==> src/rtl/updown_counter.sv <==
// Free-running WIDTH-bit up/down counter with a combinational terminal-count flag.
// Define COUNTER_SAT_EN to hold at the limits instead of wrapping.
module updown_counter #(
  parameter int unsigned           WIDTH   = 4,
  parameter logic [WIDTH-1:0]      RST_VAL = {WIDTH{1'b0}}
) (
  input  logic             clk,
  input  logic             n_rst,
  input  logic             up_down,
  output logic [WIDTH-1:0] cnt,
  output logic             tc
);

  localparam logic [WIDTH-1:0] MAX_VAL = {WIDTH{1'b1}};
  localparam logic [WIDTH-1:0] MIN_VAL = {WIDTH{1'b0}};
  localparam logic [WIDTH-1:0] ONE_VAL = {{(WIDTH-1){1'b0}}, 1'b1};

  logic [WIDTH-1:0] cnt_q;
  logic [WIDTH-1:0] cnt_d;
  logic             at_limit_s;

  // Terminal value depends on the direction currently requested.
  always_comb begin
    at_limit_s = 1'b0;
    if (up_down) begin
      at_limit_s = (cnt_q == MAX_VAL);
    end else begin
      at_limit_s = (cnt_q == MIN_VAL);
    end
  end

  // Next-state step; arithmetic wraps naturally at WIDTH bits.
  always_comb begin
    cnt_d = cnt_q;
`ifdef COUNTER_SAT_EN
    if (at_limit_s) begin
      cnt_d = cnt_q;
    end else if (up_down) begin
      cnt_d = cnt_q + ONE_VAL;
    end else begin
      cnt_d = cnt_q - ONE_VAL;
    end
`else
    if (up_down) begin
      cnt_d = cnt_q + ONE_VAL;
    end else begin
      cnt_d = cnt_q - ONE_VAL;
    end
`endif
  end

  // Count register with synchronous active-low reset taking priority.
  always_ff @(posedge clk) begin
    if (!n_rst) begin
      cnt_q <= RST_VAL;
    end else begin
      cnt_q <= cnt_d;
    end
  end

  assign cnt = cnt_q;
  assign tc  = at_limit_s;

endmodule

==> config.mk <==
export PLATFORM = sky130hd
export DESIGN_NAME = updown_counter
export DESIGN_NICKNAME = d
export VERILOG_FILES = /design/src/rtl/updown_counter.sv
export SDC_FILE = /design/constraint.sdc
export NUM_CORES = 1
export LEC_CHECK = 0
export ABC_CLOCK_PERIOD_IN_PS = 1500
export BUFFER_PORTS_ARGS = -buffer_cell sky130_fd_sc_hd__buf_2
export CAP_MARGIN = 20
export CORE_AREA = 4 4 41 43
export CTS_BUF_LIST = sky130_fd_sc_hd__clkbuf_2 sky130_fd_sc_hd__clkbuf_4 sky130_fd_sc_hd__clkbuf_8
export CTS_CLUSTER_SIZE = 24
export DETAILED_ROUTE_END_ITERATION = 7
export DIE_AREA = 0 0 45 47
export GPL_TIMING_DRIVEN = 0
export SETUP_SLACK_MARGIN = 0.1
export SLEW_MARGIN = 15
export SYNTH_ARGS = -nofsm -noshare
export SYNTH_HDL_FRONTEND = slang
export SYNTH_SLANG_ARGS = --single-unit
==> constraint.sdc <==
create_clock -name clk -period 1.5 [get_ports clk]
set_input_delay 0.15 -clock clk [delete_from_list [all_inputs] [get_ports clk]]
set_output_delay 0.15 -clock clk [all_outputs]
set_load 0.05 [all_outputs]
## Word level (Yosys, flattened, before mapping)

Cells that the tools add are included.

| cells by class | value |
|---|---|
| $add $sub $neg | 2 |
| reductions and logical operators | 1 |
| muxes and demuxes | 2 |
| equality and inequality tests | 1 |

Operators with widths:

| cell | count |
|---|---|
| 4-bit by 1-bit adder with 4-bit output (second input constant) | 1 |
| 4-bit equality test (second input constant) | 1 |
| 4-bit logical NOT | 1 |
| 4-bit two-way mux | 1 |
| 4-bit by 1-bit subtractor with 4-bit output (second input constant) | 1 |
| 1-bit two-way mux | 1 |

| storage, ports and cells | value |
|---|---|
| bits in registers | 4 |
| word-level logic and storage cells | 7 |

## Longest topological paths before layout

| depth | value |
|---|---|
| word-level depth | 2 |
| mapped depth | 5 |
| depth with buffers taken out | 5 |

## Worst setup path after synthesis

No wires, ideal clock.

| timing | value |
|---|---|
| path type | register to output |
| start | register cnt_q[0], in the netlist cnt[0] |
| end | output port tc |
| path slack | -449 ps |
| data arrival time | 1799 ps |
| required time | 1350 ps |
| stages on the path, launching flop included | 3 |
| path buffers | 0 |
| cells stage by stage | dfxtp_1 or4_1 o21ai_1 |

| between the ends | value |
|---|---|
| cells in the longest elaborated chain, start to end | 2 |

Ends and longest elaborated chain:

| what | line | RTL |
|---|---|---|
| from (decl) | 18 | `logic [WIDTH-1:0] cnt_q;` |
| from (signal assigned) | 57 | `cnt_q <= cnt_d;` |
| 4-bit equality test or 4-bit logical NOT (tied branches) | 26, 28 |  |
| 1-bit two-way mux * | 25 | `if (up_down) begin` |
| to (decl) | 11 | `output logic tc` |

Every way passes the cells marked *; elsewhere a longest branch is shown, timed or not.

## Final worst setup path

Same ends and word-level chain as after synthesis.

==> impl_metrics.py <==
metrics = {
    "setup_path": {
        "r2r_cells": 4,
        "cp-end-kind": "output port",
        "cp.required_ns": 1.35,
        "worstPathMaxFanout": 2,
        "critPathKind": "flip-flop to output port",
        "cp-start-kind": "flip-flop",
        "worst_ep_arrival_time_ns": 1.39,
    },
    "yosys": {
        "ys_types": 14,
        "synth_seq_cells": 4,
        "yosysMostFrequentCell": "dfxtp_1",
        "synth_area_leaders": "dfxtp_1 (37%), ha_1 (12%), fa_1 (9.2%)",
        "syn_avg_cell_area_um2": 9.41,
        "ys_seq_area_share_pct": 37.0,
        "synthFlopType": "dfxtp_1",
        "syn_area_um2": 216,
        "synth_edf_count": 0,
        "synthCells": 23,
        "synth_top_cell_by_area": "dfxtp_1",
        "yosysWarnings": 0,
        "yosys.area.top_type_share_pct": 37.0,
        "yosys-top-cells-count": "dfxtp_1 (4), nand3_1 (3)",
        "async_flop_share_pct": 0,
        "synthesis.nets": 29,
    },
    "sta": {
        "tightest_slew_ns": 0.252,
        "setup_viol": 1,
        "clock_skew_ns": 0.000317,
        "rsz0062_at_grt": "true",
        "slew_headroom_pct": 83.3,
        "fmax_mhz": 651,
        "post-route-min-period_ns": 1.54,
        "worst_slack_ns": -0.0368,
        "finalCritPeriodShare_pct": 102,
        "drv_slew": 0,
        "timing.final.hold_violations": 0,
    },
    "floorplanning": {
        "fp.dieW_um": 45,
        "core_area_um2": 1300,
        "die_y_um": 47,
        "rows": 13,
        "initial_core_util_pct": 16.6,
        "io_pins": 8,
        "die_area_um2": 2120,
    },
    "route": {
        "dr.pass1.iters": 4,
        "remaining_drc_errors": 0,
        "viasPerCell": 4.22,
        "finalWirelength_um": 539,
        "wl_per_cell_um": 11.0,
        "vias": 207,
        "drt_iter0_drc": 6,
        "antenna_left": 0,
    },
    "grt": {
        "grt.total_usage_pct": 6.40,
        "grt_max_degree": 6,
        "antenna_found_initial": 0,
        "grt_overflow": 0,
        "grt_pass1_wl_um": 876,
        "grt_pass1_vias": 210,
    },
    "layout": {
        "largest_reg_flops": 4,
        "diodes": 0,
        "drive_above_1_share_pct": 50.0,
        "nNetsFinal": 42,
        "synthToLayoutAreaGrowth_pct": 51.4,
        "fin_area_um2": 328,
        "fill_cells": 155,
    },
    "placed_design": {
        "dpl_cell_area_um2": 285,
        "post-dp-hpwl_um": 382,
        "gp_congestion": 0.710,
        "dp_slack_ns": 0.0248,
        "io_buffers": 7,
    },
    "clocking": {
        "clock-sinks": 4,
        "clk_pin_slew_ns": 0.04,
        "clkLatencyLatePin_ns": 0.24,
        "root_buffer": "clkbuf_4",
        "clock_path_buffers": 2,
        "cts_buffers": 3,
        "cts_tree": "built",
        "cts.htree.levels": 1,
    },
    "power_and_ir_drop": {
        "intPower_uw": 292,
        "power_uw": 509,
        "ir_drop_mv": 0.426,
        "p_comb_share_pct": 41.9,
        "clockPowerShare_pct": 27.4,
        "seqPwrFrac_pct": 30.6,
        "power.density_nw_per_um2": 1550,
        "power_leakage_nw": 0.156,
        "switching_share_pct": 42.7,
        "p_sw_uw": 217,
    },
    "min_path": {
        "hp-class": "input port to flip-flop",
        "worstHoldPathCells": 2,
    },
    "run_status": {
        "violations": "negative setup slack",
        "status": "complete, but fails checks",
    },
    "run": {
        "drv_cap": 0,
    },
}
-- final timing paths --
path,from,to,slack (ns)
worst min-delay path,n_rst,cnt[1],0.12
worst min register to register,cnt[0],cnt[0],0.55
worst max-delay path,cnt[0],tc,-0.04
worst max register to register,cnt[2],cnt[3],0.22
-- critical path, stage by stage, from the launching register on --
cell	delay (ns)
dfxtp_4	0.33
or4_4	0.52
o21ai_4	0.13
buf_6	0.17
-- power groups by stage --
stage / sequential (mW) / combinational [mW] / clock (mW)
after floorplan: 0.226 / 0.0882 / 0
after global placement: 0.159 / 0.196 / 0
after detailed placement: 0.160 / 0.199 / 0
after CTS: 0.156 / 0.214 / 0.146
after global routing: 0.159 / 0.229 / 0.148
final: 0.156 / 0.213 / 0.140
-- metal layers --
layer	vias up	global-route usage [%]	share of wire (%)	wire length, um
met2	9	9.60	45	243
li1	102	-	-	-
met4	0	8.77	5.0	27
met3	3	3.07	7.8	42
met5	-	0	0	0
met1	93	5.47	42	225
-- placed cells by master, fill, tap and decap left out --
cell | netlist | final
xnor2_1 | 1 | 1
dfxtp_1 | 4 | 1
dfxtp_4 | 0 | 1
o21ai_4 | 0 | 1
and3_2 | 1 | 1
dfxtp_2 | 0 | 2
xor2_1 | 1 | 1
buf_6 | 0 | 1
buf_4 | 0 | 1
nand3_1 | 3 | 3
a21oi_1 | 2 | 2
and2_1 | 1 | 1
buf_2 | 0 | 6
fa_1 | 1 | 1
nor3b_1 | 1 | 1
ha_1 | 2 | 2
nor2_1 | 2 | 2
or4_4 | 0 | 1
clkbuf_4 | 0 | 3
inv_1 | 2 | 2
-- logic make-up after synthesis --
| group | share of synthesized area [%] |
|---|---|
| AOI/OAI and AO/OA | 6.93 |
| xor gates and xnor gates | 8.09 |
| adders and majority gates | 20.8 |
| buffers and inverters | 3.47 |
| DFF | 37.0 |
| and+or+nand+nor | 23.7 |
-- layout make-up --
cell class,count,area [um^2],share of cell area [%]
multi-input combinational,17,144,43.9
sequential,4,86.3,26.3
timing repair buffer,8,48.8,14.9
clock buffer,3,22.5,6.87
tap,15,18.8,5.73
inverter,2,7.51,2.29
-- repair_timing --
item / CTS / global route
setup endpoints to repair: 1 / 1
buffers inserted: 1 / 0
pin swaps: 2 / 0
resized for setup: 4 / 0
hold buffers: 0 / 0
-- stage by stage --
step | TNS [ns] | std cells | hold WS, ns | util, %
after global routing | -0.0545 | 49 | 0.130 | 25.2
after floorplan | -0.0247 | 23 | 0.272 | -
final | -0.0368 | 49 | 0.125 | 25.2
after global placement | 0 | 45 | 0.369 | 21.9
after CTS | -0.0447 | 49 | 0.118 | 25.2
after detailed placement | 0 | 45 | 0.370 | 21.9
Note: power is estimated with default switching activity, not from simulation.
